File: src/rtl/prco_pipe_ctrl_pkg.sv
// Shared ISA opcodes, one-hot sequencer state encodings and timing defaults
// for the PRCO pipeline controller.
package prco_pipe_ctrl_pkg;

  localparam logic [4:0] PRCO_OP_NOP  = 5'h00;
  localparam logic [4:0] PRCO_OP_MOV  = 5'h01;
  localparam logic [4:0] PRCO_OP_MOVI = 5'h02;
  localparam logic [4:0] PRCO_OP_ADD  = 5'h03;
  localparam logic [4:0] PRCO_OP_SW   = 5'h04;
  localparam logic [4:0] PRCO_OP_LW   = 5'h05;
  localparam logic [4:0] PRCO_OP_HALT = 5'h1F;

  localparam int PRCO_ACK_TIMEOUT_DFLT = 16;

  typedef enum logic [7:0] {
    ST_IDLE   = 8'b0000_0001,
    ST_FETCH  = 8'b0000_0010,
    ST_DECODE = 8'b0000_0100,
    ST_EXEC   = 8'b0000_1000,
    ST_MEM    = 8'b0001_0000,
    ST_WB     = 8'b0010_0000,
    ST_HALT   = 8'b0100_0000,
    ST_FAULT  = 8'b1000_0000
  } state_t;

  function automatic logic is_ram_op(input logic [4:0] op);
    return (op == PRCO_OP_SW) || (op == PRCO_OP_LW);
  endfunction

  function automatic logic is_wr_op(input logic [4:0] op);
    return (op == PRCO_OP_MOV) || (op == PRCO_OP_MOVI) ||
           (op == PRCO_OP_ADD) || (op == PRCO_OP_LW);
  endfunction

endpackage

File: src/rtl/prco_pipe_ctrl_ack_timer.sv
// Handshake wait counter: cleared by clr, advances while en, and flags the
// last allowed wait cycle so the caller can fault if no ack arrives in it.
module prco_ack_timer #(
  parameter int LIMIT = 16
) (
  input  logic clk,
  input  logic rst_n,
  input  logic clr,
  input  logic en,
  output logic expired
);

  localparam int W = (LIMIT < 2) ? 1 : $clog2(LIMIT);

  logic [W-1:0] cnt_r;

  // Wait-cycle counter; holds at the limit rather than wrapping.
  always_ff @(posedge clk or negedge rst_n) begin
    if (!rst_n) begin
      cnt_r <= '0;
    end else if (clr) begin
      cnt_r <= '0;
    end else if (en && !expired) begin
      cnt_r <= cnt_r + {{(W-1){1'b0}}, 1'b1};
    end else begin
      cnt_r <= cnt_r;
    end
  end

  assign expired = (cnt_r == W'(LIMIT - 1));

endmodule

File: src/rtl/prco_pipe_ctrl.sv
// PRCO multi-cycle sequencer: fetch, decode/ALU enables, RAM handshake or
// register writeback, PC ownership, HALT/resume and ack-timeout fault.
module prco_pipe_ctrl
  import prco_pipe_ctrl_pkg::*;
#(
  parameter logic [15:0] PC_RESET    = 16'h0000,
  parameter int          ACK_TIMEOUT = PRCO_ACK_TIMEOUT_DFLT
) (
  input  logic        i_clk,
  input  logic        i_rst_n,
  input  logic        i_run,
  output logic        q_imem_req,
  output logic [15:0] q_pc,
  input  logic        i_imem_ack,
  input  logic [15:0] i_imem_data,
  output logic [15:0] q_ir,
  output logic [4:0]  q_op,
  output logic        q_ce_dec,
  output logic        q_ce_alu,
  output logic        q_ce_reg,
  output logic        q_ram_req,
  output logic        q_ram_we,
  input  logic        i_ram_ack,
  output logic        q_halted,
  output logic        q_fault,
  output logic [15:0] q_icount
);

  state_t state_r;
  state_t state_nx;
  logic   retire_s;
  logic   wait_s;
  logic   ack_s;
  logic   tmr_clr_s;
  logic   tmr_en_s;
  logic   tmr_expired_s;

  assign q_op = q_ir[15:11];

  // One timer serves both waits; a leaving ack clears it so a direct
  // MEM->FETCH hop starts the next wait from zero.
  assign wait_s    = (state_r == ST_FETCH) || (state_r == ST_MEM);
  assign ack_s     = ((state_r == ST_FETCH) && i_imem_ack) ||
                     ((state_r == ST_MEM) && i_ram_ack);
  assign tmr_clr_s = !wait_s || ack_s;
  assign tmr_en_s  = wait_s && !ack_s;

  prco_ack_timer #(
    .LIMIT (ACK_TIMEOUT)
  ) u_ack_timer (
    .clk     (i_clk),
    .rst_n   (i_rst_n),
    .clr     (tmr_clr_s),
    .en      (tmr_en_s),
    .expired (tmr_expired_s)
  );

  // Next-state and retire decision.
  always_comb begin
    state_nx = state_r;
    retire_s = 1'b0;
    case (state_r)
      ST_IDLE: begin
        if (i_run) state_nx = ST_FETCH;
        else       state_nx = ST_IDLE;
      end
      ST_FETCH: begin
        if (i_imem_ack)         state_nx = ST_DECODE;
        else if (tmr_expired_s) state_nx = ST_FAULT;
        else                    state_nx = ST_FETCH;
      end
      ST_DECODE: begin
        if (q_op == PRCO_OP_HALT) begin
          state_nx = ST_HALT;
          retire_s = 1'b1;
        end else begin
          state_nx = ST_EXEC;
        end
      end
      ST_EXEC: begin
        if (is_ram_op(q_op)) begin
          state_nx = ST_MEM;
        end else if (is_wr_op(q_op)) begin
          state_nx = ST_WB;
        end else begin
          state_nx = ST_FETCH;
          retire_s = 1'b1;
        end
      end
      ST_MEM: begin
        if (i_ram_ack) begin
          if (q_op == PRCO_OP_SW) begin
            state_nx = ST_FETCH;
            retire_s = 1'b1;
          end else begin
            state_nx = ST_WB;
          end
        end else if (tmr_expired_s) begin
          state_nx = ST_FAULT;
        end else begin
          state_nx = ST_MEM;
        end
      end
      ST_WB: begin
        state_nx = ST_FETCH;
        retire_s = 1'b1;
      end
      ST_HALT: begin
        if (i_run) state_nx = ST_FETCH;
        else       state_nx = ST_HALT;
      end
      ST_FAULT: begin
        state_nx = ST_FAULT;
      end
      default: begin
        state_nx = ST_FAULT;
      end
    endcase
  end

  // State, PC, counters and all outputs registered from the next state.
  always_ff @(posedge i_clk or negedge i_rst_n) begin
    if (!i_rst_n) begin
      state_r    <= ST_IDLE;
      q_pc       <= PC_RESET;
      q_ir       <= 16'h0000;
      q_icount   <= 16'h0000;
      q_imem_req <= 1'b0;
      q_ce_dec   <= 1'b0;
      q_ce_alu   <= 1'b0;
      q_ce_reg   <= 1'b0;
      q_ram_req  <= 1'b0;
      q_ram_we   <= 1'b0;
      q_halted   <= 1'b0;
      q_fault    <= 1'b0;
    end else begin
      state_r <= state_nx;
      if ((state_r == ST_FETCH) && i_imem_ack) begin
        q_ir <= i_imem_data;
      end else begin
        q_ir <= q_ir;
      end
      if (retire_s) begin
        q_pc <= q_pc + 16'd1;
        if (q_icount != 16'hFFFF) q_icount <= q_icount + 16'd1;
        else                      q_icount <= q_icount;
      end else begin
        q_pc     <= q_pc;
        q_icount <= q_icount;
      end
      q_imem_req <= (state_nx == ST_FETCH);
      q_ce_dec   <= (state_nx == ST_DECODE);
      q_ce_alu   <= (state_nx == ST_EXEC);
      q_ce_reg   <= (state_nx == ST_WB);
      q_ram_req  <= (state_nx == ST_MEM);
      q_ram_we   <= (state_nx == ST_MEM) && (q_op == PRCO_OP_SW);
      q_halted   <= (state_nx == ST_HALT);
      q_fault    <= (state_nx == ST_FAULT);
    end
  end

endmodule

File: config.mk
export PLATFORM = sky130hd
export DESIGN_NAME = prco_pipe_ctrl
export DESIGN_NICKNAME = d
export VERILOG_FILES = /design/src/rtl/prco_pipe_ctrl_pkg.sv /design/src/rtl/prco_pipe_ctrl_ack_timer.sv /design/src/rtl/prco_pipe_ctrl.sv
export SDC_FILE = /design/constraint.sdc
export NUM_CORES = 1
export LEC_CHECK = 0
export CAP_MARGIN = 40
export CORE_UTILIZATION = 50
export CTS_CLUSTER_SIZE = 24
export DETAILED_ROUTE_END_ITERATION = 6
export GPL_ROUTABILITY_DRIVEN = 0
export PLACE_DENSITY = 0.91
export SYNTH_ARGS = -nofsm -noshare
export SYNTH_HDL_FRONTEND = slang
export SYNTH_SLANG_ARGS = --single-unit
export TNS_END_PERCENT = 30
File: constraint.sdc
create_clock -name i_clk -period 6.4 [get_ports i_clk]
set_input_delay 1.28 -clock i_clk [delete_from_list [all_inputs] [get_ports i_clk]]
set_output_delay 1.28 -clock i_clk [all_outputs]
set_load 0.05 [all_outputs]
Yosys cells after proc, flatten, opt, wreduce, memory -nomap -nowiden
Index checks and enable logic that the tools add are counted.
- input port bits: 21
- flip-flop bits (word level): 68
- eq/ne operators: 22
- reductions and logical operators: 17
- add/subtract/negate cells: 3
- mux-type cells: 19
- operator list (kind ; count):
    8-bit case mux with 7 select lines ; 1
    16-bit by 1-bit adder with 16-bit output, second input constant ; 2
    8-bit 2-to-1 mux ; 4
    6-bit 2-to-1 mux ; 3
    8-bit by 2-bit equality test with 1-bit output, second input constant ; 2
    8-bit by 3-bit equality test with 1-bit output, second input constant ; 2
    8-bit by 4-bit equality test with 1-bit output, second input constant ; 2
    8-bit by 5-bit equality test with 1-bit output, second input constant ; 2
    8-bit by 6-bit equality test with 1-bit output, second input constant ; 2
    8-bit by 7-bit equality test with 1-bit output, second input constant ; 2
    16-bit != test, second input constant ; 1
    7-bit 2-to-1 mux ; 2
    5-bit by 2-bit equality test with 1-bit output, second input constant ; 2
    5-bit by 3-bit equality test with 1-bit output, second input constant ; 2
    8-bit by 1-bit equality test with 1-bit output, second input constant ; 1
    8-bit equality test, second input constant ; 1
    4-bit 2-to-1 mux ; 2
    1-bit logical OR ; 7
    5-bit by 1-bit equality test with 1-bit output, second input constant ; 1
    5-bit equality test, second input constant ; 1
    1-bit logical AND ; 5
    1-bit 2-to-1 mux ; 5
    4-bit by 1-bit adder with 4-bit output, second input constant ; 1
    4-bit equality test, second input constant ; 1
    other kinds (5) ; 7

Longest topological paths before layout
- depth in word-level cells: 9
- depth in mapped cells: 7

Cells and area by module
Synthesis repeated with hierarchy kept, for this count alone.
- cell total of the unflattened synthesis: 265
- area, all modules: 3083.0 um^2
- by module, submodules not included (module ; instances ; area each (um^2) ; cells an instance ; sequential area each (um^2)):
    prco_pipe_ctrl ; 1 ; 2854.0 ; 245 ; 1602.8
    prco_ack_timer ; 1 ; 229.0 ; 20 ; 100.1

Least setup slack after synthesis
Ideal clock, no wire load.
- path type: input -> register
- from: input port i_ram_ack
- to: register q_icount[1]
- setup slack: 3.944 ns
- cell stages on the path: 5
- setup time: 0.128 ns
- arrival time: 2.328 ns
- path through: a41o_1 a211oi_1 buf_6 nor2_1 mux2_1
- word-level cells in the longest chain between the ends: 3
- ends and longest elaborated chain (what ; RTL line ; source):
    from (decl) ; prco_pipe_ctrl.sv:23 ; input logic i_ram_ack,
    1-bit 2-to-1 mux ; prco_pipe_ctrl.sv:91 ; if (i_ram_ack) begin
    1-bit case mux with 4 select lines ; prco_pipe_ctrl.sv:62 ; case (state_r)
    2-bit AND reduction (no line) ; -- ;
    to (signal assigned) ; prco_pipe_ctrl.sv:145 ; if (q_icount != 16'hFFFF) q_icount <= q_icount + 16'd1;
    to (signal assigned) ; prco_pipe_ctrl.sv:146 ; else q_icount <= q_icount;
    to (signal assigned) ; prco_pipe_ctrl.sv:149 ; q_icount <= q_icount;
    to (decl) ; prco_pipe_ctrl.sv:26 ; output logic [15:0] q_icount
No other way between the ends.
A chain may end at the register's enable or synchronous reset.

Worst setup path after layout
- from: register q_pc[3]
- to: output port q_pc[3]
- RTL lines (what ; RTL line ; source):
    from (decl) ; prco_pipe_ctrl.sv:13 ; output logic [15:0] q_pc,
    from (signal assigned) ; prco_pipe_ctrl.sv:144 ; q_pc <= q_pc + 16'd1;
    from (signal assigned) ; prco_pipe_ctrl.sv:148 ; q_pc <= q_pc;
No word-level cell between the ends.

==> results.toml <==
[status]
status = "finished clean"

[logic_synthesis]
yosysMostFrequentCell = "dfrtp_1"
seq_area_frac_synth_pct = 54.3
synthTopCellsByArea = "dfrtp_1, mux2_2, xnor2_1"
ys_ff_latch = 68
netlist_area_um2 = 3140
syn-num-nets = 297
yosysUniqueCellTypes = 46
yosysTopAreaCell = "dfrtp_1"
syn_inst = 273
synth_commonest_cells = "dfrtp_1, nor2_1, mux2_2"
syn_area_per_cell_um2 = 11.5
netlist.area_leader.share_pct = 53.4
async_flop_share_pct = 100
ys.flop_type = "dfrtp_1"
synth_enable_flop_cells = 0
yosysWarnings = 0

[finish]
multi_input_area_um2 = 1340
fill_cells = 409
antenna_cells = 0
drive_gt1_share_pct = 14.0
top_regs = "q_icount x16, q_ir x16, q_pc x16"
fin_area_um2 = 4140
nets = 377
synthToLayoutAreaGrowth_pct = 32.1
ff_latch_area_um2 = 1700

[route]
postRouteAntennaNets = 0
firstDrtPassIters = 4
vias_per_cell = 5.57
wl_met3_um = 400
wl_met1_mm = 2.86
drt_iter0_markers = 163
avgRoutedWirePerCell_um = 15.2
top_layer_used = "met4"
vias = 2413
drc_errors = 0
dr_wl_met2_mm = 3.23
wl_mm = 6.57

[cts]
clock-sinks = 68
cts_setup_buffers = 0
clockBufferDepth = 2
clkTransAtPathRegs_ns = 0.08
cts-root-buf = "clkbuf_8"
clk_latency_ns = 0.35
ctsHoldBuffers = 0
cts_inserted_buffers = 9
cts-htree-levels = 3
cts_tree = "yes"
cts_resized = 0

[worst_hold_path]
whs_path_depth = 1
hold_end = "q_pc[15]"
hp-start = "q_pc[15]"
min_path_type = "reg -> reg"

[timing]
setup_tns_ns = 0
finalHoldViolations = 0
worst_pin_slew_ns = 0.841
fin_ws_ns = 3.36
rsz0062_at_grt = "no"
period_share_pct = 47.5
max-slew-margin-rel_pct = 44.0
slew_violations = 0
fin_skew_ns = 0.0124
period_minus_slack_ns = 3.04
setup_viol = 0
max_freq_mhz = 329

[die]
die_h_um = 81.2
fp-row-count = 28
start_util_pct = 52.4
core_area_um2 = 5990
pin_count = 82
die_area_um2 = 6600
die_x_um = 81.2

[worst_setup_path]
r2r_slack_ns = 3.97
reg2reg_from = "state_r[1]"
cp_top_family = "buffers and inverters"
arrival_ns = 1.76
cp_max_fo = 9
critical_path_buf_inv_count = 1
startpoint_type = "flip-flop"
reg2regPathDepth = 6
critPathMaxStageDelay_ns = 0.87
cp_slowest_cell = "clkdlybuf4s50_1"
end_kind = "output pin"
crit_type = "reg -> out"
cp_cell_sequence = "clkdlybuf4s50_1"
required_ns = 5.12
r2r-end = "q_icount[1]"

[power_and_ir_drop]
intPower_w = 0.000581
p_seq_share_pct = 56.7
p_sw_share_pct = 23.4
pwr-share-comb_pct = 2.7
power_leakage_nw = 1.90
p_total_w = 0.000758
p_clk_share_pct = 40.7
p_per_area_nw_per_um2 = 183
p_sw_w = 0.000177
ir_drop_uv = 128

[run]
drv_cap = 0

[place]
preCtsSetupSlack_ns = 3.36
io_buffers = 81
placed_area_um2 = 3980
hpwlAfterDp_mm = 4.49

[global_route]
track_usage_pct = 22.3
grt_pass1_vias = 2356
grt_max_degree = 69
gr-total-overflow = 0
grt_first_pass_wirelength_mm = 11.1
antenna_found_initial = 0
cells in the final DEF (no fill, tap or decap), drive strengths merged, types with 8 or more instances in the layout:
cell type      count
mux2              17
and3              10
dfrtp             67
xnor2             15
a21oi              8
nor2              17
clkbuf            10
nand3             13
nand2             15
clkdlybuf4s50     80
nand4              9
xor2              15
nor3               8
power by group through the flow:
stage               Clock [W]  Sequential (W)  Combinational [W]
global placement            0        0.000438          0.0000211
detailed placement          0        0.000438          0.0000212
finish               0.000308        0.000429          0.0000203
global route         0.000335        0.000429          0.0000233
CTS                  0.000315        0.000429          0.0000213
floorplan                   0        0.000438        0.000000264
cell families after synthesis:
family          after synthesis  share of synthesized area [%]
xor+xnor                     30                           8.37
fa+ha+maj                     3                           1.20
simple gates                106                           20.0
compound gates               30                           6.58
buf+inv                      18                           3.19
mux                          18                           6.42
flops                        68                           54.3
metal layers:
| metal | vias up | GRT usage, % |
|---|---|---|
| met5 | - | 0 |
| li1 | 1140 | - |
| met1 | 1175 | 29.0 |
| met3 | 9 | 6.18 |
| met2 | 89 | 35.0 |
| met4 | 0 | 9.46 |
final cells by class:
class,instances,area share [%]
clock buffers,10,3.08
clock inverters,6,0.966
inverters,3,0.272
multi-input cells,187,32.3
flip-flops and latches,68,41.1
well taps,75,2.26
repair buffers,84,20.0
worst max path at each step:
stage / start / to / depth (start not counted)
2_1_floorplan: i_ram_ack / q_icount[1] / 5
3_3_place_gp: i_ram_ack / q_icount[1] / 6
3_5_place_dp: i_ram_ack / q_icount[1] / 6
4_1_cts: q_pc[3] / q_pc[3] / 1
5_1_grt: q_pc[3] / q_pc[3] / 1
6_report: q_pc[3] / q_pc[3] / 1
stage by stage:
step	hold slack [ns]	utilization, %	instances
after floorplan	0.471	-	273
after global placement	0.460	66.4	417
after detailed placement	0.472	66.4	417
after CTS	0.484	69.2	433
after global routing	0.504	69.2	433
final	0.491	69.2	433
(Power assumes the default switching activity.)
